### src/rtl/mem_bist_pkg.sv
// Shared types and constants for the memory BIST controller.
package mem_bist_pkg;

    // Controller phases: background write, ascending read/invert, descending read.
    typedef enum logic [2:0] {
        IDLE    = 3'd0,
        WR_BG   = 3'd1,
        RD_INV  = 3'd2,
        RD_DESC = 3'd3,
        DONE    = 3'd4
    } bist_state_e;

    // Default background word: odd bits set.
    localparam logic [13:0] DEFAULT_PATTERN = 14'h2AAA;

endpackage : mem_bist_pkg

### src/rtl/mem_bist_cmp.sv
// Read-data comparator with first-fail capture for the memory BIST controller.
// A mismatch is flagged combinationally so the controller can react on the
// same edge at which the failing word is captured.
module mem_bist_cmp
    import mem_bist_pkg::*;
#(
    parameter int ADDR_BITS = 6,
    parameter int DATA_BITS = 14
) (
    input  logic                 clk,
    input  logic                 rst,
    input  logic                 clear,
    input  logic                 cmp_en,
    input  logic [ADDR_BITS-1:0] cmp_addr,
    input  logic [DATA_BITS-1:0] cmp_expected,
    input  logic [DATA_BITS-1:0] rdata,
    output logic                 mismatch,
    output logic                 pass,
    output logic [ADDR_BITS-1:0] fail_addr,
    output logic [DATA_BITS-1:0] fail_expected,
    output logic [DATA_BITS-1:0] fail_actual
);

    logic                 pass_r;
    logic [ADDR_BITS-1:0] fail_addr_r;
    logic [DATA_BITS-1:0] fail_expected_r;
    logic [DATA_BITS-1:0] fail_actual_r;
    logic                 mismatch_s;

    // Miscompare on the current compare slot.
    always_comb begin
        mismatch_s = 1'b0;
        if (cmp_en) begin
            mismatch_s = (rdata != cmp_expected);
        end else begin
            mismatch_s = 1'b0;
        end
    end

    // Capture only the first miscompare of a run; a new run clears the record.
    always_ff @(posedge clk or posedge rst) begin
        if (rst) begin
            pass_r          <= 1'b1;
            fail_addr_r     <= {ADDR_BITS{1'b0}};
            fail_expected_r <= {DATA_BITS{1'b0}};
            fail_actual_r   <= {DATA_BITS{1'b0}};
        end else if (clear) begin
            pass_r          <= 1'b1;
            fail_addr_r     <= {ADDR_BITS{1'b0}};
            fail_expected_r <= {DATA_BITS{1'b0}};
            fail_actual_r   <= {DATA_BITS{1'b0}};
        end else if (mismatch_s && pass_r) begin
            pass_r          <= 1'b0;
            fail_addr_r     <= cmp_addr;
            fail_expected_r <= cmp_expected;
            fail_actual_r   <= rdata;
        end
    end

    assign mismatch      = mismatch_s;
    assign pass          = pass_r;
    assign fail_addr     = fail_addr_r;
    assign fail_expected = fail_expected_r;
    assign fail_actual   = fail_actual_r;

endmodule : mem_bist_cmp

### src/rtl/mem_bist_ctrl.sv
// Memory BIST controller: writes background P ascending, then read-P/write-~P
// ascending, then read-~P descending. All memory-side and status outputs are
// registered from the FSM state, so they trail the state by one cycle; the
// compare slot is carried alongside so it lines up with the memory's
// one-cycle read latency.
// Optional build macro: MEM_BIST_STOP_ON_FAIL_EN ends the run at the first
// miscompare.
module mem_bist_ctrl
    import mem_bist_pkg::*;
#(
    parameter int                   ADDR_BITS = 6,
    parameter int                   DATA_BITS = 14,
    parameter logic [DATA_BITS-1:0] PATTERN   = DEFAULT_PATTERN
) (
    input  logic                 clk,
    input  logic                 rst,
    input  logic                 start,
    output logic                 busy,
    output logic                 done,
    output logic                 pass,
    output logic [ADDR_BITS-1:0] fail_addr,
    output logic [DATA_BITS-1:0] fail_expected,
    output logic [DATA_BITS-1:0] fail_actual,
    output logic [ADDR_BITS-1:0] mem_addr,
    output logic [DATA_BITS-1:0] mem_wdata,
    output logic                 mem_write_en,
    input  logic [DATA_BITS-1:0] mem_rdata
);

`ifdef MEM_BIST_STOP_ON_FAIL_EN
    localparam logic STOP_ON_FAIL = 1'b1;
`else
    localparam logic STOP_ON_FAIL = 1'b0;
`endif

    localparam logic [ADDR_BITS-1:0] ADDR_ZERO = {ADDR_BITS{1'b0}};
    localparam logic [ADDR_BITS-1:0] ADDR_MAX  = {ADDR_BITS{1'b1}};
    localparam logic [ADDR_BITS-1:0] ADDR_ONE  = {{(ADDR_BITS-1){1'b0}}, 1'b1};
    localparam logic [DATA_BITS-1:0] DATA_ZERO = {DATA_BITS{1'b0}};

    bist_state_e          state_r, next_state_s;
    logic [ADDR_BITS-1:0] addr_r, next_addr_s;
    logic                 phase_r, next_phase_s;   // 0 = R cycle, 1 = C cycle
    logic                 start_acc_s;

    logic                 busy_s, done_s, we_s, cmp_en_s;
    logic [ADDR_BITS-1:0] maddr_s;
    logic [DATA_BITS-1:0] wdata_s, cmp_exp_s;

    logic                 busy_r, done_r, we_r, cmp_en_r;
    logic [ADDR_BITS-1:0] maddr_r, cmp_addr_r;
    logic [DATA_BITS-1:0] wdata_r, cmp_exp_r;

    logic                 mismatch_s;

    // State, address counter and R/C phase registers.
    always_ff @(posedge clk or posedge rst) begin
        if (rst) begin
            state_r <= IDLE;
            addr_r  <= ADDR_ZERO;
            phase_r <= 1'b0;
        end else begin
            state_r <= next_state_s;
            addr_r  <= next_addr_s;
            phase_r <= next_phase_s;
        end
    end

    // Next-state logic; phase ends are detected on terminal address values.
    always_comb begin
        next_state_s = state_r;
        next_addr_s  = addr_r;
        next_phase_s = phase_r;
        start_acc_s  = 1'b0;
        case (state_r)
            IDLE, DONE: begin
                if (start) begin
                    start_acc_s  = 1'b1;
                    next_state_s = WR_BG;
                    next_addr_s  = ADDR_ZERO;
                    next_phase_s = 1'b0;
                end else begin
                    next_state_s = state_r;
                end
            end
            WR_BG: begin
                if (addr_r == ADDR_MAX) begin
                    next_state_s = RD_INV;
                    next_addr_s  = ADDR_ZERO;
                    next_phase_s = 1'b0;
                end else begin
                    next_addr_s  = addr_r + ADDR_ONE;
                end
            end
            RD_INV: begin
                if (!phase_r) begin
                    next_phase_s = 1'b1;
                end else begin
                    next_phase_s = 1'b0;
                    if (addr_r == ADDR_MAX) begin
                        next_state_s = RD_DESC;
                        next_addr_s  = ADDR_MAX;
                    end else begin
                        next_addr_s  = addr_r + ADDR_ONE;
                    end
                end
            end
            RD_DESC: begin
                if (!phase_r) begin
                    next_phase_s = 1'b1;
                end else begin
                    next_phase_s = 1'b0;
                    if (addr_r == ADDR_ZERO) begin
                        next_state_s = DONE;
                        next_addr_s  = ADDR_ZERO;
                    end else begin
                        next_addr_s  = addr_r - ADDR_ONE;
                    end
                end
            end
            default: begin
                next_state_s = IDLE;
                next_addr_s  = ADDR_ZERO;
                next_phase_s = 1'b0;
            end
        endcase
        // Early termination: a miscompare can only occur while a run is active.
        if (STOP_ON_FAIL && mismatch_s && (state_r != IDLE) && (state_r != DONE)) begin
            next_state_s = DONE;
            next_addr_s  = ADDR_ZERO;
            next_phase_s = 1'b0;
        end else begin
            next_phase_s = next_phase_s;
        end
    end

    // Decode memory-side controls and the compare slot from the current state.
    always_comb begin
        busy_s    = 1'b0;
        done_s    = 1'b0;
        we_s      = 1'b0;
        cmp_en_s  = 1'b0;
        maddr_s   = ADDR_ZERO;
        wdata_s   = DATA_ZERO;
        cmp_exp_s = DATA_ZERO;
        case (state_r)
            WR_BG: begin
                busy_s  = 1'b1;
                we_s    = 1'b1;
                maddr_s = addr_r;
                wdata_s = PATTERN;
            end
            RD_INV: begin
                busy_s    = 1'b1;
                maddr_s   = addr_r;
                cmp_exp_s = PATTERN;
                if (phase_r) begin
                    we_s     = 1'b1;
                    wdata_s  = ~PATTERN;
                    cmp_en_s = 1'b1;
                end else begin
                    we_s     = 1'b0;
                end
            end
            RD_DESC: begin
                busy_s    = 1'b1;
                maddr_s   = addr_r;
                cmp_exp_s = ~PATTERN;
                cmp_en_s  = phase_r;
            end
            DONE: begin
                done_s = 1'b1;
            end
            IDLE: begin
                done_s = 1'b0;
            end
            default: begin
                done_s = 1'b0;
            end
        endcase
    end

    // Output and compare-slot registers.
    always_ff @(posedge clk or posedge rst) begin
        if (rst) begin
            busy_r     <= 1'b0;
            done_r     <= 1'b0;
            we_r       <= 1'b0;
            maddr_r    <= ADDR_ZERO;
            wdata_r    <= DATA_ZERO;
            cmp_en_r   <= 1'b0;
            cmp_addr_r <= ADDR_ZERO;
            cmp_exp_r  <= DATA_ZERO;
        end else begin
            busy_r     <= busy_s;
            done_r     <= done_s;
            we_r       <= we_s;
            maddr_r    <= maddr_s;
            wdata_r    <= wdata_s;
            cmp_en_r   <= cmp_en_s;
            cmp_addr_r <= maddr_s;
            cmp_exp_r  <= cmp_exp_s;
        end
    end

    mem_bist_cmp #(
        .ADDR_BITS (ADDR_BITS),
        .DATA_BITS (DATA_BITS)
    ) u_cmp (
        .clk           (clk),
        .rst           (rst),
        .clear         (start_acc_s),
        .cmp_en        (cmp_en_r),
        .cmp_addr      (cmp_addr_r),
        .cmp_expected  (cmp_exp_r),
        .rdata         (mem_rdata),
        .mismatch      (mismatch_s),
        .pass          (pass),
        .fail_addr     (fail_addr),
        .fail_expected (fail_expected),
        .fail_actual   (fail_actual)
    );

    assign busy         = busy_r;
    assign done         = done_r;
    assign mem_addr     = maddr_r;
    assign mem_wdata    = wdata_r;
    assign mem_write_en = we_r;

endmodule : mem_bist_ctrl

### config.mk
export PLATFORM = sky130hd
export DESIGN_NAME = mem_bist_ctrl
export DESIGN_NICKNAME = d
export VERILOG_FILES = /design/src/rtl/mem_bist_pkg.sv /design/src/rtl/mem_bist_cmp.sv /design/src/rtl/mem_bist_ctrl.sv
export SDC_FILE = /design/constraint.sdc
export NUM_CORES = 1
export LEC_CHECK = 0
export BUFFER_PORTS_ARGS = -buffer_cell sky130_fd_sc_hd__buf_2
export CAP_MARGIN = 10
export CORE_MARGIN = 2
export CORE_UTILIZATION = 40
export DETAILED_ROUTE_END_ITERATION = 8
export PLACE_DENSITY = 0.59
export SLEW_MARGIN = 20
export SYNTH_ARGS = -nofsm -noshare
export SYNTH_HDL_FRONTEND = slang
export SYNTH_HIERARCHICAL = 1
export SYNTH_SLANG_ARGS = --single-unit
### constraint.sdc
create_clock -name clk -period 2.2 [get_ports clk]
set_input_delay 0.44 -clock clk [delete_from_list [all_inputs] [get_ports clk]]
set_output_delay 0.44 -clock clk [all_outputs]
set_load 0.005 [all_outputs]
---- Word-level counts from Yosys, hierarchy flattened ----
Cells that the tools add are included.
cells by class
  eq/ne operators ......................... 12
  $add $sub $neg .......................... 2
  reductions and logical operators ........ 10
  multiplexer cells ....................... 38
operator list
  cell                 number
  $mux 14              4
  $pmux 14 s2          2
  $mux 6               9
  $pmux 6 s4           1
  $mux 3               6
  $ne 14x14->1         1
  $mux 13              1
  $ne 2x2->1 const B   6
  $pmux 3 s4           1
  $mux 1               11
  $add 6x1->6 const B  1
  $eq 3x2->1 const B   2
  $eq 6x6->1 const B   1
  $logic_not 6->1      1
  $reduce_and 6->1     1
  $sub 6x1->6 const B  1
  $pmux 1 s2           2
  $reduce_or 2->1      2
  $eq 3x1->1 const B   1
  $eq 3x3->1 const B   1
  $logic_not 3->1      1
  $pmux 1 s3           1
  $reduce_and 3->1     1
  $reduce_or 3->1      1
  3 further kinds      3
storage, ports and cells
  output and inout port bits .............. 58
  register bits ........................... 83

---- Depth between registers and ports, before layout ----
Gate-level depths: netlist (run 1).
  depth in word-level cells ............... 5
  gate-level depth with buffers ........... 7
  mapped depth without buffers ............ 7

---- Cells and area by module ----
Netlist (run 1), hierarchy kept.
by module, submodules not included
  module         sequential area each (um2)  area each (um2)  cells each  times used
  mem_bist_cmp   877.1                       1805.5           176         1
  mem_bist_ctrl  600.6                       1386.3           146         1

---- Worst setup path before layout (run 1) ----
No wires, ideal clock.
  kind .................................... register -> register
  from .................................... reg cmp_exp_r[12]
  to ...................................... reg u_cmp.fail_actual_r[13] (netlist: u_cmp/fail_actual[13])
  library setup time ...................... 132 ps
  arrival ................................. 1803 ps
  cell stages (with the launch flop) ...... 6
  buffers on the path ..................... 1
  slack ................................... 265 ps
  clock period less this slack ............ 1935 ps
  cells stage by stage .................... dfrtp_1 > xnor2_1 > nand4_1 > o41ai_4 > buf_6 > o32ai_1
on the way
  word-level cells in the longest chain between the ends .. 4
RTL lines
  item                                RTL line              RTL
  start, declared                     mem_bist_ctrl.sv:52   logic [DATA_BITS-1:0] wdata_r, cmp_exp_r;
  start signal, assigned              mem_bist_ctrl.sv:202  cmp_exp_r <= cmp_exp_s;
  $ne 14x14->1                        mem_bist_cmp.sv:34    mismatch_s = (rdata != cmp_expected);
  $mux 1                              mem_bist_cmp.sv:33    if (cmp_en) begin
  $logic_and 1x1->1                   mem_bist_cmp.sv:52    end else if (mismatch_s && pass_r) begin
  $reduce_bool 2->1 (no source line)  -
  end signal, assigned                mem_bist_cmp.sv:46    fail_actual_r <= {DATA_BITS{1'b0}};
  end signal, assigned                mem_bist_cmp.sv:51    fail_actual_r <= {DATA_BITS{1'b0}};
  end signal, assigned                mem_bist_cmp.sv:56    fail_actual_r <= rdata;
  end, declared                       mem_bist_cmp.sv:27    logic [DATA_BITS-1:0] fail_actual_r;
No other way between the ends.
A chain may end at the register's enable or synchronous reset.

---- Worst setup path after layout (run 1) ----
  from .................................... reg cmp_exp_r[12]
  to ...................................... reg u_cmp.fail_expected_r[10] (netlist: u_cmp/fail_expected[10])
on the way
  word-level cells in the longest chain between the ends .. 4
RTL lines
  item                                RTL line            RTL
  $ne 14x14->1                        mem_bist_cmp.sv:34
  $mux 1                              mem_bist_cmp.sv:33
  $logic_and 1x1->1                   mem_bist_cmp.sv:52
  $reduce_bool 2->1 (no source line)  -
  end signal, assigned                mem_bist_cmp.sv:45  fail_expected_r <= {DATA_BITS{1'b0}};
  end signal, assigned                mem_bist_cmp.sv:50  fail_expected_r <= {DATA_BITS{1'b0}};
  end signal, assigned                mem_bist_cmp.sv:55  fail_expected_r <= cmp_expected;
  end, declared                       mem_bist_cmp.sv:26  logic [DATA_BITS-1:0] fail_expected_r;
No other way between the ends.

==> key figures, run 1 <==
Global routing
  • Vias in the first global route: 2482
  • Met2 capacity usage during global routing: 0.282
  • Global-route wire length before repair: between 10 and 15 mm
  • Initial antenna violation count: 0
  • Gr busiest metal: met2
  • GRT Total Usage: 0.182
  • Gr ovfl total: 0
  • Met1 usage: 0.242
  • Largest net degree at the start of global routing: 37
  • Met3 usage: 0.0500

Floorplanning
  • Num rows: 32
  • Die Ht: 93.3 um
  • Die Wd: between 90 and 100 um
  • Placeable Area: 7730 um2
  • Initial Utilization: 0.413
  • IO Pins: 75
  • Die area: 8700 um2

Drt
  • Drt initial violations: 92
  • Drt wl/cell: 15.2 um
  • Wirelength, routed: between 7 and 8 mm
  • Pre-Repair DR Iteration Count: 4
  • DR DRC count: 0
  • Total number of vias: 2531
  • Final ANT Viol Nets: 0
  • Post-DR vias/cell: approximately 5.2

Yosys
  • Synth Area per Inst: 9.93 um2
  • Post-Syn Nets: around 340
  • Cells after synthesis: about 320
  • Yosys warning count: 6
  • Syn Std Cell Area: 3190 um2

STA
  • Setup WS post-layout: between 0.2 and 0.25 ns
  • Period utilization: 0.887
  • Worst slew pin tran: 0.497 ns
  • Hold WS: between 0.1 and 0.15 ns
  • Final setup viols: 0
  • RSZ-0062 raised after global routing: no
  • Fmax: about 510 MHz
  • Setup TNS: 0 ns
  • Fin. Hold Viols: 0
  • Final worst path period need: just under 2 ns
  • Worst Skew: ~0.0074 ns
  • Slew headroom: 0.668
  • Fin. max-slew vios: 0

Clock network
  • Clock root buffer: clkbuf_8
  • Setup Fix Bufs, Post-CTS: 0
  • Clk_lat worst skew: 0.34 ns
  • CTS clk-pin slew, worst paths: approximately 0.070 ns
  • # clock sinks: 59
  • Post_cts resized: 0
  • Clock Path Buffers: 2
  • Hold buffer count at CTS: 0
  • CTS tree: built
  • Num CTS Buffers: 9
  • H-tree depth: 3

Worst setup path
  • Max FO, Critical Path: 20
  • Crit-path cells: xnor2_1 -> nand4_1 -> o41ai_4 -> buf_4 -> o32ai_1
  • Setup CP Type: reg -> reg
  • Slowest cell on crit path: dfrtp_1
  • CP arrival: 2.16 ns
  • Critical Path RT: between 2 and 2.5 ns
  • R2R Setup Slk: 0.25 ns
  • Worst R2R Start: cmp_exp_r[12]
  • Worst setup SP type: flip-flop
  • Crit path capture: u_cmp/fail_expected[10]
  • CP startpoint: cmp_exp_r[12]
  • Reg-to-reg endpoint: u_cmp/fail_expected[10]
  • Reg2reg path depth: 5
  • Slowest stage delay, CP: about 0.6 ns
  • Crit end category: flip-flop

Layout
  • Ant. Diodes: 0
  • Area growth, synth to finish: 20.5%
  • Share of layout cells above drive strength 1: 0.286
  • Fin area: 3840 um2
  • Layout Nets: 403

Pwr
  • Net Sw Frac: 0.197
  • P_sw: about 500 uW
  • Static leakage: 0.00184 uW
  • Logic pwr share: 0.033
  • Clk pwr share: 0.540
  • Pint: roughly 2000 uW
  • Worst vdd ir: between 0.0003 and 0.0004 V
  • Pwr Density: 663 nW/um2
  • Overall Power: 2550 uW
  • Flop pwr share: 0.427

Run status
  • Status: completed

Min path
  • Tightest Hold Check Type: in -> async

Place
  • Area after DPL: ~3600 um2
  • RD Place Congestion: approximately 0.84
  • Final HPWL from detailed placement: 5.01 mm
  • Pre-CTS setup slack: approximately 0.24 ns
  • I/O Buffers: 74

Flow run
  • Max-Cap Viols: 0
## power by group through the flow
| stage | registers, uW | logic (uW) | clock network (uW) |
|---|---|---|---|
| final | 1090 | 84.5 | 1380 |
| after detailed placement | 1110 | 86.6 | 0 |
| after global routing | 1090 | 94.9 | 1470 |
| after global placement | 1110 | 87.3 | 0 |
| after floorplan | 1110 | 44.9 | 0 |
| after CTS | 1090 | 86.9 | 1410 |
## critical path: cells and delay by family (launching register included)
kind | cells | cell delay [ns]
compound gates | 2 | 0.53
flops | 1 | 0.60
xor+xnor | 1 | 0.19
buf+inv | 1 | 0.30
simple gates | 1 | 0.20
## sequential cells by signal (all words and copies together) (netlist names), 2 cells and up
signal / cells
cmp_addr_r: 6
cmp_exp_r: 2
u_cmp/fail_addr: 6
mem_wdata: 2
u_cmp/fail_expected: 14
addr_r: 6
state_r: 3
u_cmp/fail_actual: 14
## per-layer routing
layer | vias up | share of wire
met5 | - | 0
met4 | 0 | 0.016
met3 | 11 | 0.054
met2 | 65 | 0.48
met1 | 1236 | 0.45
li1 | 1219 | -
## metrics by stage
step                      std cells   util
after global placement          474  0.462
after global routing            490  0.497
final                           490  0.497
after floorplan                 321      -
after detailed placement        474  0.462
after CTS                       490  0.497
## layout make-up
class / instances / area, um2
Fill cell: 731 / 3880
Sequential cell: 59 / 1480
Multi-Input combinational cell: 184 / 1330
Timing Repair Buffer: 86 / 473
Inverter: 43 / 161
Clock buffer: 12 / 155
Tap cell: 102 / 128
Clock inverter: 4 / 120
## cells in the final DEF, fill, tap and decap left out, types with 6 or more instances in the layout
cell      count
buf_2        74
dfrtp_1      58
inv_1        43
nand2b_1     42
o32ai_1      35
xnor2_1      17
nor2_1       11
clkbuf_8     11
buf_4        11
o21ai_0       9
nand2_1       6
nor3_1        6
## how the worst min path moves through the flow
stage | startpoint | end | slack [ns] | cells past startpoint
3_5_place_dp | rst | mem_wdata[12] | 0.52 | 3
5_1_grt | rst | addr_r[5] | 0.16 | 3
3_3_place_gp | rst | mem_wdata[12] | 0.52 | 3
2_1_floorplan | rst | addr_r[0] | 0.45 | 1
6_report | rst | addr_r[5] | 0.15 | 3
4_1_cts | rst | cmp_addr_r[0] | 0.15 | 3
Power figures use the tool's default switching activity.
==> run 2: changes to the inputs <==
- PLACE_DENSITY: 0.59 -> 0.64
- clock period: 2.2 -> 2.1 ns (I/O delays scaled with it)
==> run 2 against run 1 <==
Register-to-register slack got worse by 0.09 ns. Global-route usage is 0.68 points lower. Sequential share of layout area grew 0.68 points. Combinational power rose by 6.5%. First-iteration DRC count grew 21%. Critical path depth unchanged. Hold slack worse by 0.046 ns. Count of clock-buffer cells in the layout is 3 lower. Final area fell by 1.7%. Clock power decreased by 25%. Worst setup slack got worse by 0.089 ns. Clock skew rose by 0.0030 ns.
==> key figures, run 2 (synthesized netlist as in run 1, its figures left out) <==
Layout
  • Share of layout cells above drive strength 1: 0.290 (+0.00441)
  • Leading cell types in the layout, fill and taps excluded: buf_2 (74), dfrtp_1 (58), inv_1 (43), nand2b_1 (42), o32ai_1 (35)
  • Final core utilization: 0.489 (-0.00858)
  • Fin cells: 491 (+0.20%)
  • Area growth, synth to finish: 18.4%
  • Layout Nets: 404 (+0.25%)
  • Most common cell after layout, fill and taps aside: buf_2
  • Ant. Diodes: 0 (unchanged)
  • Fill cell count: 744 (+1.8%)

STA
  • Fin. max-slew vios: 0 (unchanged)
  • Setup TNS: 0 ns (unchanged)
  • Final setup viols: 0 (unchanged)
  • Slew headroom: 0.690 (+0.0212)
  • Fin. Hold Viols: 0 (unchanged)
  • Fmax: 515 MHz (+0.55%)
  • Worst Skew: 0.0103 ns (+0.00295 ns)
  • RSZ-0062 raised after global routing: no
  • Final worst path period need: 1.94 ns (-0.0106 ns)
  • Worst slew pin tran: 0.465 ns (-0.0323 ns)
  • Hold WS: 0.101 ns (-0.0457 ns)
  • Period utilization: 0.924 (+0.0372)

Pwr
  • Flop pwr share: 0.502 (+0.075)
  • P_sw: 545 uW (+8.5%)
  • Pwr Density: 601 nW/um2 (-9.4%)
  • Worst vdd ir: 0.000315 V (+1.3%)
  • Pint: 1720 uW (-16%)
  • Overall Power: 2270 uW (-11%)
  • Static leakage: 0.00181 uW (-1.7%)
  • Logic pwr share: 0.040 (+0.007)
  • Clk pwr share: 0.458 (-0.082)
  • Net Sw Frac: 0.240 (+0.0430)

Clock network
  • Post_cts resized: 0 (unchanged)
  • Clock root buffer: clkbuf_8
  • Clk_lat worst skew: 0.33 ns (about the same)
  • Setup Fix Bufs, Post-CTS: 0 (unchanged)
  • CTS tree: built
  • H-tree depth: 3 (unchanged)
  • # clock sinks: 59 (unchanged)
  • Num CTS Buffers: 9 (unchanged)
  • CTS clk-pin slew, worst paths: 0.08 ns (about the same)
  • Clock Path Buffers: 2 (unchanged)
  • Hold buffer count at CTS: 0 (unchanged)

Global routing
  • Initial antenna violation count: 0 (unchanged)
  • Largest net degree at the start of global routing: 37 (unchanged)
  • Vias in the first global route: 2535 (+2.1%)
  • Global-route wire length before repair: 12.3 mm (about the same)
  • GRT Total Usage: 0.175 (-0.00680)
  • Gr ovfl total: 0 (unchanged)

Worst setup path
  • CP arrival: 2.16 ns (about the same)
  • Max FO, Critical Path: 23 (+15%)
  • Cell family with most CP delay: compound AO/OA/AOI/OAI gates
  • WP buf/inv: 1 (unchanged)
  • Slowest stage delay, CP: 0.52 ns (-0.08 ns)
  • Setup CP Type: reg -> reg
  • Crit-path cells: xnor2_1 -> nand4_1 -> o41a_1 -> buf_4 -> o32ai_1
  • Crit end category: flip-flop
  • Critical Path RT: 2.32 ns (-0.09 ns)
  • Worst setup SP type: flip-flop
  • Slowest cell on crit path: dfrtp_1

Floorplanning
  • Die Wd: 93.3 um (unchanged)
  • Placeable Area: 7730 um2 (unchanged)
  • Num rows: 32 (unchanged)
  • IO Pins: 75 (unchanged)
  • Initial Utilization: 0.413 (unchanged)
  • Die area: 8700 um2 (unchanged)
  • Die Ht: 93.3 um (unchanged)

Drt
  • Drt initial violations: 111 (+21%)
  • Total number of vias: 2572 (+1.6%)
  • Wirelength, routed: 7.41 mm (-0.70%)
  • Drt wl/cell: 15.1 um (-0.90%)
  • Post-DR vias/cell: 5.24 (+1.4%)
  • Final ANT Viol Nets: 0 (unchanged)
  • DR DRC count: 0 (unchanged)
  • Pre-Repair DR Iteration Count: 4 (unchanged)

Flow run
  • Max-Cap Viols: 0 (unchanged)

Run status
  • Status: completed

Place
  • Placed Cells: 475 (+0.21%)
  • Final HPWL from detailed placement: 5.20 mm (+3.9%)
  • RD Place Congestion: 0.873 (+3.7%)
  • I/O Buffers: 74 (unchanged)

Min path
  • Tightest Hold Check Type: in -> async
## run 2: cell type report
type	instances	area, um2	share of cell area
clock inverters	7	77.6	0.0205
repair buffers	87	480	0.127
inverters	43	161	0.0427
clock buffers	9	124	0.0328
flip-flops and latches	59	1480	0.391
multi-input cells	184	1330	0.352
well taps	102	128	0.0338
## run 2: path summary, 6_finish.rpt
kind	from	end	slack (ns)	cells after the start
worst min-delay path	rst	mem_wdata[12]	0.10	2
min in group clk	mem_rdata[0]	u_cmp/fail_actual[0]	0.37	3
worst max register to register	cmp_exp_r[12]	u_cmp/fail_expected[5]	0.16	5
worst min register to register	u_cmp/pass	u_cmp/pass	0.54	1
max in group asynchronous	rst	u_cmp/pass	1.56	3
worst max-delay path	cmp_exp_r[12]	u_cmp/fail_expected[5]	0.16	5
## run 2: power by group through the flow
stage                     registers, uW  clock network [uW]  logic (uW)
after floorplan                    1160                   0        47.1
after global placement             1160                   0        91.4
after detailed placement           1160                   0        91.7
after CTS                          1140                1070        92.0
after global routing               1140                1130         101
final                              1140                1040        90.0
## run 2: metrics by stage
stage,worst slack (ns),cell area [um2]
CTS,0.157,3780
finish,0.160,3780
detailed placement,0.170,3570
global placement,0.271,3570
global route,0.0557,3780
floorplan,0.165,3190
## run 2: per-layer routing
metal,vias to the layer above,share of wire,GRT usage
li1,1228,-,-
met1,1259,0.44,0.232
met2,81,0.49,0.288
met3,4,0.066,0.0467
met4,0,0.0032,0.0404
met5,-,0,0
